==> config.mk <==
export PLATFORM = sky130hd
export DESIGN_NAME = mem_arbiter
export DESIGN_NICKNAME = d
export VERILOG_FILES = /design/src/rtl/mem_arbiter.sv
export SDC_FILE = /design/constraint.sdc
export NUM_CORES = 1
export LEC_CHECK = 0
export CORE_UTILIZATION = 42
export DETAILED_ROUTE_END_ITERATION = 6
export HOLD_SLACK_MARGIN = 0.15
export PLACE_DENSITY = 0.93
export SLEW_MARGIN = 10
export SYNTH_ARGS = -nofsm -noshare
export SYNTH_HDL_FRONTEND = slang
export SYNTH_SLANG_ARGS = --single-unit
==> constraint.sdc <==
create_clock -name clk -period 5.8 [get_ports clk]
set_input_delay 1.16 -clock clk [delete_from_list [all_inputs] [get_ports clk]]
set_output_delay 1.16 -clock clk [all_outputs]
set_load 0.005 [all_outputs]
==> src/rtl/mem_arbiter.sv <==
// Two-port (CPU / device) arbiter in front of a single RAM port.
// Round-robin grant, latched request, WAIT extra access cycles, one-cycle ack.
module mem_arbiter #(
  parameter int AW   = 16,
  parameter int DW   = 16,
  parameter int WAIT = 1
) (
  input  logic          clk,
  input  logic          reset,
  input  logic          cpu_req,
  input  logic          cpu_we,
  input  logic          cpu_be,
  input  logic [AW-1:0] cpu_addr,
  input  logic [DW-1:0] cpu_wdata,
  output logic [DW-1:0] cpu_rdata,
  output logic          cpu_ack,
  input  logic          dev_req,
  input  logic          dev_we,
  input  logic          dev_be,
  input  logic [AW-1:0] dev_addr,
  input  logic [DW-1:0] dev_wdata,
  output logic [DW-1:0] dev_rdata,
  output logic          dev_ack,
  output logic [AW-1:0] ram_addr,
  output logic          ram_we,
  output logic          ram_be,
  output logic [DW-1:0] ram_wdata,
  input  logic [DW-1:0] ram_rdata,
  output logic          busy,
  output logic          owner
);

  localparam int CW = (WAIT < 1) ? 1 : $clog2(WAIT + 1);

  typedef enum logic [1:0] {S_IDLE, S_ACCESS, S_DONE} state_t;

  state_t        r_state;
  logic [CW-1:0] r_cnt;
  logic          r_we;

  // On a tie the port that does not currently own the RAM wins.
  logic          w_any, w_gnt_dev;
  logic [AW-1:0] w_addr;
  logic [DW-1:0] w_wdata;
  logic          w_we, w_be;

  assign w_any     = cpu_req | dev_req;
  assign w_gnt_dev = dev_req & (~cpu_req | ~owner);
  assign w_addr    = w_gnt_dev ? dev_addr  : cpu_addr;
  assign w_wdata   = w_gnt_dev ? dev_wdata : cpu_wdata;
  assign w_we      = w_gnt_dev ? dev_we    : cpu_we;
  assign w_be      = w_gnt_dev ? dev_be    : cpu_be;

  // ram_* double as the latched request, so they stay stable through ACCESS.
  always_ff @(posedge clk or posedge reset) begin
    if (reset) begin
      r_state   <= S_IDLE;
      r_cnt     <= '0;
      r_we      <= 1'b0;
      ram_addr  <= '0;
      ram_we    <= 1'b0;
      ram_be    <= 1'b0;
      ram_wdata <= '0;
      cpu_rdata <= '0;
      dev_rdata <= '0;
      cpu_ack   <= 1'b0;
      dev_ack   <= 1'b0;
      busy      <= 1'b0;
      owner     <= 1'b1;
    end else begin
      case (r_state)
        S_IDLE: begin
          ram_we <= 1'b0;
          if (w_any) begin
            owner     <= w_gnt_dev;
            ram_addr  <= w_addr;
            ram_wdata <= w_wdata;
            ram_be    <= w_be;
            ram_we    <= w_we;
            r_we      <= w_we;
            r_cnt     <= CW'(WAIT);
            busy      <= 1'b1;
            r_state   <= S_ACCESS;
          end
        end
        S_ACCESS: begin
          if (r_cnt == '0) begin
            ram_we <= 1'b0;
            if (!r_we) begin
              if (owner) dev_rdata <= ram_rdata;
              else       cpu_rdata <= ram_rdata;
            end
            if (owner) dev_ack <= 1'b1;
            else       cpu_ack <= 1'b1;
            r_state <= S_DONE;
          end else begin
            r_cnt <= r_cnt - 1'b1;
          end
        end
        S_DONE: begin
          cpu_ack <= 1'b0;
          dev_ack <= 1'b0;
          busy    <= 1'b0;
          r_state <= S_IDLE;
        end
        default: r_state <= S_IDLE;
      endcase
    end
  end

endmodule

== Word-level counts from Yosys, hierarchy flattened ==
Cells that the tools add are included.
Word-level totals
  bits in registers: 74
  output and inout port bits: 70
Cells by class
  add/subtract/negate cells: 1
  eq/ne operators: 6
  multiplexer cells: 20
  bitwise operators: 7
  reduce and logical (&&, ||, !) cells: 13
Operator list (number)
  $mux W16: 2
  $mux W1: 10
  $pmux W1 S2: 5
  $reduce_and A2 Y1: 5
  $ne A2 B2 Y1 const B: 4
  $reduce_and A4 Y1: 2
  $reduce_and A3 Y1: 2
  $reduce_bool A2 Y1: 3
  $mux W2: 2
  $not A1 Y1: 4
  $pmux W2 S2: 1
  $eq A2 B1 Y1 const B: 1
  $eq A2 B2 Y1 const B: 1
  $logic_not A2 Y1: 1
  $or A1 B1 Y1: 2
  $and A1 B1 Y1: 1
  $sub A1 B1 Y1 const B: 1

== Depth between registers and ports, before layout ==
Gate-level depths: netlist of run 1.
  depth after elaboration: 6
  depth in mapped cells: 6

== Worst setup path after synthesis of run 1 ==
OpenSTA, ideal clock, no wires.
  path kind: input -> register
  start: input dev_req
  end: register ram_addr[0]
  arrival: 2157 ps
  slack: 3519 ps
  stages: 5
  path buffers: 2
  path through: a21bo_1 buf_6 buf_12 mux2_4 mux2_2
Between the ends
  word-level cells in the longest chain between the ends: 2
RTL lines
  from (decl): line 17  | input logic dev_req,
  $and A1 B1 Y1 or $or A1 B1 Y1 (tied branches): line 48, 47
  $mux W16 or $reduce_and A2 Y1 (tied branches)
  to (signal assigned): line 76  | ram_addr <= w_addr;
  to (decl): line 24  | output logic [AW-1:0] ram_addr,
Several ways; a longest one is shown, not always the timed one.
A chain may end at the register's enable or synchronous reset.

== Worst setup path after layout of run 1 ==
  start: input cpu_req
  end: register ram_addr[11]
Between the ends
  word-level cells in the longest chain between the ends: 4
RTL lines
  from (decl): line 10  | input logic cpu_req,
  $not A1 Y1: line 48  | assign w_gnt_dev = dev_req & (~cpu_req | ~owner);
  $or A1 B1 Y1: line 48
  $and A1 B1 Y1: line 48
  $mux W16: line 49  | assign w_addr = w_gnt_dev ? dev_addr : cpu_addr;
Several ways; a longest one is shown, not always the timed one.

==> flow_summary_export.csv, run 1 <==
group,metric,value,unit
run_status,status,"completed",
timing,fin_skew,14.1,ps
job,drv_cap,0,
floorplanning,coreArea,7770,µm²
detailed_routing,avgViaCountPerCell,4.88,
setup_path,reg2reg_slack,3320,ps
place,hpwl,5900,µm
setup_path,path_max_fanout,34,
setup_path,critPathMostFrequentCell,"mux2_2",
synth,synthCells,213,
clock_network,cts_htree_levels,3,
clock_network,post_cts_buffers,0,
detailed_routing,dr_total_vias,2337,
place,placed_cells,463,
setup_path,worstPathRequired,6020,ps
place,port_buffers,157,
floorplanning,start_util,0.435,
min_path,hold_depth,1,
clock_network,worstSkewPairLatency,340,ps
clock_network,clk_pin_slew,90,ps
clock_network,cts_resized,0,
setup_path,critPathKind,"primary input to flip-flop",
synth,synth_edf_count,0,
synth,syn_area,3380,µm²
clock_network,numCtsBuffers,9,
global_routing,grt_pass1_vias,2652,
timing,slew_violations,0,
setup_path,critPathTopFamily,"compound AO/OA/AOI/OAI gates",
place,place_ws,2260,ps
synth,syn_nets,301,
setup_path,reg2regPathDepth,3,
timing,max_slew.worst_pin.slew,1230,ps
clock_network,tritoncts,"done",
floorplanning,die_w,91.7,µm
setup_path,slowest_delay,990,ps
min_path,hold-path-endpoint,"dev_rdata[3]",
min_path,min_from,"dev_rdata[3]",
place,routabilityCongestion,0.732,
detailed_routing,drtAntennaViolNets,0,
timing,max_freq,0.315,GHz
setup_path,endpoint_kind,"flip-flop",
synth,ys_seq_area_frac,0.548,
setup_path,critPathBufInv,1,
global_routing,overflow,0,
detailed_routing,routed_wl,7940,µm
setup_path,cp_cell_sequence,"clkdlybuf4s50_1 -> a21bo_2 -> mux2_2 -> mux2_2",
global_routing,antenna_found_initial,0,
global_routing,grt_first_pass_wirelength,12700,µm
timing,fin_ws,2630,ps
timing,final_hold_viol_count,0,
detailed_routing,first_pass_iters,4,
synth,yosys_warnings,0,
setup_path,reg2reg_from,"owner",
clock_network,hold_buffers,0,
finish,final_cell_count_no_fill,479,
global_routing,grt_max_degree,44,
timing,holdWs,503,ps
clock_network,cts_buffer_depth,2,
detailed_routing,drc_errors,0,
timing,setup-tns-final,0,ps
floorplanning,rows,32,
finish,post-route-util,0.665,
synth,async_flop_share,1.00,
synth,avgSynthCellArea,15.9,µm²
pwr,p_per_area,479,nW/µm²
timing,rsz0062_at_grt,"no",
clock_network,cts-root-buf,"clkbuf_8",
finish,num_antenna_cells,0,
setup_path,r2r_end,"ram_addr[11]",
synth,synth_flop_cell,"dfrtp_1",
detailed_routing,drt-initial-drc-count,53,
setup_path,critPathArrivalTime,3400,ps
timing,fin_crit,3170,ps
finish,nNetsFinal,460,
synth,ys_ff_latch,74,
detailed_routing,wl_per_cell,16.6,µm
min_path,holdCritPathClass,"flip-flop to flip-flop",
timing,setup_viol,0,
timing,maxSlewHeadroom,0.181,
pwr,peakVddDrop,0.000234,V
floorplanning,die_area,8410,µm²
synth,yosysUniqueCellTypes,22,
floorplanning,ios,158,
finish,area_growth_syn_to_layout,52.8,%
timing,min_period_over_period,0.547,
pwr,p_leak,0.00221,µW
setup_path,cp-start-kind,"primary input",
clock_network,cts_num_sinks,74,
setup_path,slowest_stage,"a21bo_2",
global_routing,grt_use_total,0.197,
floorplanning,die_height,91.7,µm
finish,drive_gt1_frac,0.310,
-- cells in the mapped netlist (2+ instances only) --
cell type  count  area share
dfrtp_1       73        0.54
mux2_2        64        0.21
mux2_4        29        0.13
nand2_1        6      0.0067
inv_1          5      0.0056
mux2_1         5       0.017
o21ai_0        5      0.0074
buf_2          4      0.0059
buf_12         3       0.018
buf_6          3       0.010
a21oi_1        2      0.0030
a31oi_1        2      0.0037
mux2i_1        2      0.0059
nor2_1         2      0.0022
-- registers in the layout, indices dropped and copies added (netlist names), 2 cells and up --
signal and cells:
cpu_rdata 16, dev_rdata 16, ram_addr 16, ram_wdata 16, r_state 2
-- stage by stage --
step           power, µW  instance area (µm²)
3_5_place_dp        2140                 4980
4_1_cts             2510                 5160
2_1_floorplan       1480                 3380
6_report            2470                 5160
5_1_grt             2620                 5160
3_3_place_gp        2080                 4980
-- worst max-delay path by stage --
stage	endpoint	from	slack, ps	depth (start not counted)
6_report	ram_addr[11]	cpu_req	2630	4
5_1_grt	ram_addr[14]	cpu_req	2550	4
4_1_cts	ram_addr[14]	cpu_req	2620	4
3_5_place_dp	ram_addr[11]	cpu_req	2260	4
3_3_place_gp	ram_addr[13]	cpu_req	2340	4
2_1_floorplan	busy	reset	2760	1
-- worst reg2reg max path: stages, from the launching register on --
cell and delay (ps):
dfstp_2 670, a21bo_2 1000, mux2_2 430, mux2_2 260
-- where the power goes --
group	leakage, µW	switching (µW)	internal (µW)
Clock	0.0000899	194	170
Combinational	0.00125	378	793
Sequential	0.000869	159	782
-- layout by cell type (no fill, tap or decap), types with 4 or more instances in the layout --
cell type and count:
o21ai_0 4, mux2_1 5, dfrtp_1 73, mux2_2 64, clkdlybuf4s50_1 157, inv_1 4
clkbuf_8 10, nand2_1 6, mux2_4 29
-- layout make-up --
class | count | area, µm²
repair buffers | 159 | 1590
clock buffers | 11 | 141
multi-input cells | 123 | 1400
inverters | 5 | 18.8
well taps | 102 | 128
clock inverters | 5 | 38.8
flip-flops and latches | 74 | 1850
fillers | 586 | 2600
-- routing by layer --
layer,wire length [µm],global-route usage,vias up
met1,3020,0.215,1173
met4,170,0.0872,0
li1,-,-,1075
met5,0,0,-
met3,336,0.0290,13
met2,4420,0.375,76
-- cells by family (layout without fill, tap and decap cells) --
family,count (synthesis),in the layout,share of synthesized area
AND/OR/NAND/NOR,12,12,0.0270
AO/OA/AOI/OAI,11,11,0.0189
flip-flops,74,74,0.548
buffers and inverters,16,180,0.0415
multiplexers,100,100,0.365
Note: power is estimated with default switching activity, not from simulation.
==> inputs of run 2 (changes only) <==
CORE_UTILIZATION = 37   (was 42)
PLACE_DENSITY = 0.87   (was 0.93)
clock period = 2.7 ns   (was 5.8 ns; I/O delays follow)
==> run 2 against run 1 <==
  * Critical path depth decreased by 3
  * Global-route usage decreased by 2.5 points
  * Highest routed layer unchanged
  * Largest power group unchanged
  * Clock power increased by 110%
  * Worst setup slack got worse by 2000 ps
  * Clock skew decreased by 5.5 ps
==> flow_summary_export.csv, run 2 (synthesis gave the netlist of run 1 again) <==
group,metric,value,unit
run_status,status,"completed",
timing,max_freq,0.478,GHz
pwr,p_per_area,1020,nW/µm²
setup_path,slowest_delay,670,ps
clock_network,cts-root-buf,"clkbuf_8",
finish,nNetsFinal,463,
detailed_routing,avgViaCountPerCell,4.83,
floorplanning,rows,34,
timing,rsz0062_at_grt,"no",
detailed_routing,drc_errors,0,
clock_network,tritoncts,"done",
place,port_buffers,157,
setup_path,slowest_stage,"dfstp_2",
clock_network,cts_resized,0,
setup_path,critPathTopFamily,"flip-flops",
clock_network,worstSkewPairLatency,330,ps
finish,area_growth_syn_to_layout,54.5,%
clock_network,clk_pin_slew,80,ps
clock_network,cts_htree_levels,3,
setup_path,cp-start-kind,"flip-flop",
global_routing,overflow,0,
detailed_routing,dr_total_vias,2351,
floorplanning,start_util,0.386,
setup_path,worstPathRequired,2160,ps
timing,setup-tns-final,0,ps
finish,mostFrequentLayoutCells,"clkdlybuf4s50_1 (157), dfrtp_1 (73), mux2_2 (64), mux2_4 (29), clkbuf_8 (10)",
setup_path,critPathBufInv,1,
floorplanning,ios,158,
job,drv_cap,0,
clock_network,numCtsBuffers,9,
setup_path,endpoint_kind,"output port",
global_routing,grt_max_degree,39,
timing,slew_violations,0,
setup_path,cp_cell_sequence,"clkdlybuf4s50_1",
finish,post-route-util,0.596,
timing,final_hold_viol_count,0,
global_routing,grt_use_total,0.172,
setup_path,path_max_fanout,8,
timing,fin_skew,8.54,ps
timing,maxSlewHeadroom,0.728,
detailed_routing,routed_wl,7820,µm
pwr,peakVddDrop,0.000461,V
timing,min_period_over_period,0.774,
floorplanning,die_w,97.6,µm
min_path,holdCritPathClass,"primary input to async pin",
setup_path,critPathKind,"flip-flop to output port",
finish,mostFrequentLayoutCell,"clkdlybuf4s50_1",
global_routing,grt_pass1_vias,2593,
timing,setup_viol,0,
clock_network,hold_buffers,0,
place,routabilityCongestion,0.722,
timing,fin_crit,2090,ps
finish,final_cell_count_no_fill,487,
global_routing,antenna_found_initial,0,
detailed_routing,wl_per_cell,16.1,µm
detailed_routing,drt-initial-drc-count,53,
place,placed_cells,472,
detailed_routing,first_pass_iters,4,
pwr,p_leak,0.00223,µW
finish,num_antenna_cells,0,
finish,drive_gt1_frac,0.314,
detailed_routing,drtAntennaViolNets,0,
place,hpwl,5780,µm
setup_path,critPathArrivalTime,1550,ps
floorplanning,die_height,97.6,µm
floorplanning,coreArea,8760,µm²
clock_network,cts_buffer_depth,2,
floorplanning,die_area,9520,µm²
clock_network,post_cts_buffers,0,
global_routing,grt_first_pass_wirelength,12900,µm
timing,max_slew.worst_pin.slew,407,ps
clock_network,cts_num_sinks,74,
[run 2: cell count changes in the layout (fill, tap and decap cells not counted), sizes merged]
cell,delta
clkinvlp,+1
buf,+3
inv,-2
[run 2: per-stage QoR]
stage | instance area (µm²) | hold WS [ps] | total power (µW) | setup slack [ps]
final | 5220 | 465 | 5310 | 610
after global routing | 5220 | 466 | 5660 | 557
after CTS | 5220 | 453 | 5390 | 589
after detailed placement | 5050 | 487 | 4610 | 394
after global placement | 5050 | 476 | 4510 | 430
after floorplan | 3380 | 487 | 3180 | 280
[run 2: layer usage]
layer | vias up | global-route usage | wire [µm]
met5 | - | 0 | 0
met4 | 0 | 0.0611 | 170
met3 | 13 | 0.0525 | 445
met2 | 87 | 0.309 | 4230
met1 | 1163 | 0.191 | 2980
li1 | 1088 | - | -
[run 2: worst paths after layout]
kind / from / endpoint / slack (ps) / cells after the start
max in group asynchronous: reset / owner / 1600 / 3
min in group clk: dev_rdata[0] / dev_rdata[0] / 490 / 1
setup / recovery: owner / owner / 610 / 1
hold reg to reg: dev_rdata[0] / dev_rdata[0] / 490 / 1
setup reg to reg: owner / ram_addr[13] / 810 / 4
hold / removal: reset / ram_addr[7] / 460 / 2
[run 2: area by class of cell]
cell class | count | area (µm²)
clock buffers | 11 | 141
multi-input cells | 123 | 1400
fillers | 717 | 3540
inverters | 5 | 20.0
clock inverters | 4 | 28.8
repair buffers | 162 | 1650
well taps | 108 | 135
flip-flops and latches | 74 | 1850
[run 2: power breakdown]
group | switching, µW | internal (µW)
clock network | 401 | 354
registers | 333 | 1680
logic | 807 | 1730
total | 1540 | 3770
==> inputs of run 3 (changes only) <==
CORE_UTILIZATION = 41   (was 37)
PLACE_DENSITY = 0.91   (was 0.87)
clock period = 2 ns   (was 2.7 ns; I/O delays follow)
==> run 3 against run 2 <==
  * Sequential power grew 35%
  * Critical endpoint unchanged
  * Critical path type unchanged
  * Critical path depth unchanged
  * Via count is 1.3% higher
==> flow_summary_export.csv, run 3 (synthesis gave the netlist of run 1 again) <==
group,metric,value,unit
run_status,status,"completed",
min_path,holdCritPathClass,"primary input to async pin",
clock_network,clk_pin_slew,90,ps
detailed_routing,drtAntennaViolNets,0,
detailed_routing,dr_total_vias,2382,
finish,mostFrequentLayoutCell,"clkdlybuf4s50_1",
finish,nNetsFinal,470,
pwr,p_per_area,1380,nW/µm²
setup_path,endpoint_kind,"output port",
clock_network,hold_buffers,0,
floorplanning,die_w,92.8,µm
setup_path,cp_cell_sequence,"clkdlybuf4s50_1",
detailed_routing,drc_errors,0,
job,drv_cap,0,
timing,fin_crit,1900,ps
setup_path,critPathArrivalTime,1500,ps
clock_network,cts-root-buf,"clkbuf_8",
place,hpwl,6230,µm
clock_network,cts_resized,0,
setup_path,critPathBufInv,1,
clock_network,cts_num_sinks,74,
detailed_routing,routed_wl,8120,µm
setup_path,path_max_fanout,8,
setup_path,crit_start,"owner",
pwr,peakVddDrop,0.000772,V
global_routing,grt_first_pass_wirelength,12800,µm
timing,fin_skew,17.7,ps
setup_path,slowest_delay,620,ps
global_routing,grt_use_total,0.194,
setup_path,cp-start-kind,"flip-flop",
pwr,power,7310,µW
finish,drive_gt1_frac,0.331,
timing,min_period_over_period,0.952,
floorplanning,coreArea,7850,µm²
clock_network,worstSkewPairLatency,340,ps
clock_network,post_cts_buffers,0,
place,place_area,5100,µm²
global_routing,overflow,0,
detailed_routing,top_layer,"met4",
setup_path,slowest_stage,"dfstp_2",
floorplanning,start_util,0.431,
clock_network,tritoncts,"done",
setup_path,r2r_end,"ram_addr[12]",
floorplanning,rows,32,
finish,post-route-util,0.675,
detailed_routing,wl_per_cell,16.6,µm
clock_network,cts_htree_levels,3,
setup_path,reg2regPathDepth,4,
place,routabilityCongestion,0.747,
timing,max_slew.worst_pin.slew,489,ps
timing,max_freq,0.525,GHz
floorplanning,die_height,92.8,µm
global_routing,antenna_found_initial,0,
finish,n_fill_cell,609,
finish,mostFrequentLayoutCells,"clkdlybuf4s50_1 (157), dfrtp_1 (73), mux2_2 (64), mux2_4 (29), clkbuf_8 (10)",
setup_path,critPathKind,"flip-flop to output port",
detailed_routing,wl_met3,447,µm
timing,final_hold_viol_count,0,
detailed_routing,first_pass_iters,4,
timing,rsz0062_at_grt,"no",
timing,setup_viol,0,
detailed_routing,avgViaCountPerCell,4.87,
setup_path,reg2reg_slack,230,ps
setup_path,reg2reg_from,"owner",
finish,final_area,5300,µm²
detailed_routing,m1WireLength,3060,µm
global_routing,grt_pass1_vias,2675,
setup_path,endpoint,"owner",
clock_network,numCtsBuffers,9,
setup_path,worstPathRequired,1600,ps
finish,area_growth_syn_to_layout,56.7,%
finish,num_antenna_cells,0,
setup_path,path_depth,1,
detailed_routing,wl_met2,4440,µm
setup_path,critPathTopFamily,"flip-flops",
timing,maxSlewHeadroom,0.673,
floorplanning,ios,158,
clock_network,cts_buffer_depth,2,
floorplanning,die_area,8610,µm²
pwr,p_leak,0.00228,µW
detailed_routing,drt-initial-drc-count,61,
place,port_buffers,157,
timing,slew_violations,0,
global_routing,grt_max_degree,26,
[run 3: changes by cell type in the layout (fill, tap and decap cells not counted)]
cell      before  now
clkinv_2       2    1
clkbuf_1       1    0
inv_6          0    3
buf_4          2    8
buf_12         3    4
[run 3: worst reg2reg max path, delay by kind of cell (launching register included)]
family / cells / cell delay [ps]
muxes: 2 / 620
AOI/OAI and AO/OA: 1 / 200
buffers and inverters: 1 / 230
DFF: 1 / 620
[run 3: layout make-up]
type / instances / area, µm² / area share
tap: 102 / 128 / 0.0241
clock buffer: 10 / 138 / 0.0260
inverter: 5 / 22.5 / 0.00425
timing repair buffer: 169 / 1710 / 0.323
clock inverter: 6 / 47.5 / 0.00897
sequential: 74 / 1850 / 0.350
multi-input combinational: 123 / 1400 / 0.264
[run 3: layer usage]
metal  global-route usage  vias to the layer above
li1                     -                     1092
met1                0.212                     1200
met2                0.357                       77
met3               0.0402                       13
met4               0.0859                        0
met5                    0                        -
[run 3: per-stage QoR]
| stage | worst slack, ps | instances | setup TNS (ps) | hold slack (ps) |
|---|---|---|---|---|
| 6_report | 96.9 | 489 | 0 | 430 |
| 3_3_place_gp | -98.7 | 471 | -2700 | 475 |
| 5_1_grt | 50.8 | 489 | 0 | 466 |
| 4_1_cts | 33.6 | 487 | 0 | 431 |
| 2_1_floorplan | 291 | 213 | 0 | 470 |
| 3_5_place_dp | -128 | 471 | -3520 | 481 |
[run 3: where the power goes]
group / switching (µW) / internal, µW / total, µW / leakage (µW)
Clock: 576 / 497 / 1070 / 0.0000937
Sequential: 446 / 2270 / 2710 / 0.000869
Combinational: 1130 / 2390 / 3520 / 0.00131
Total: 2150 / 5160 / 7310 / 0.00228
[run 3: how the worst min path moves through the flow]
stage                        from            end  slack (ps)  cells after the start
floorplan                 cpu_req          owner         470                      1
global placement    dev_rdata[14]  dev_rdata[14]         480                      1
detailed placement  dev_rdata[15]  dev_rdata[15]         480                      1
CTS                         reset  cpu_rdata[15]         430                      2
global route                reset   cpu_rdata[0]         470                      2
finish                      reset   cpu_rdata[0]         430                      2
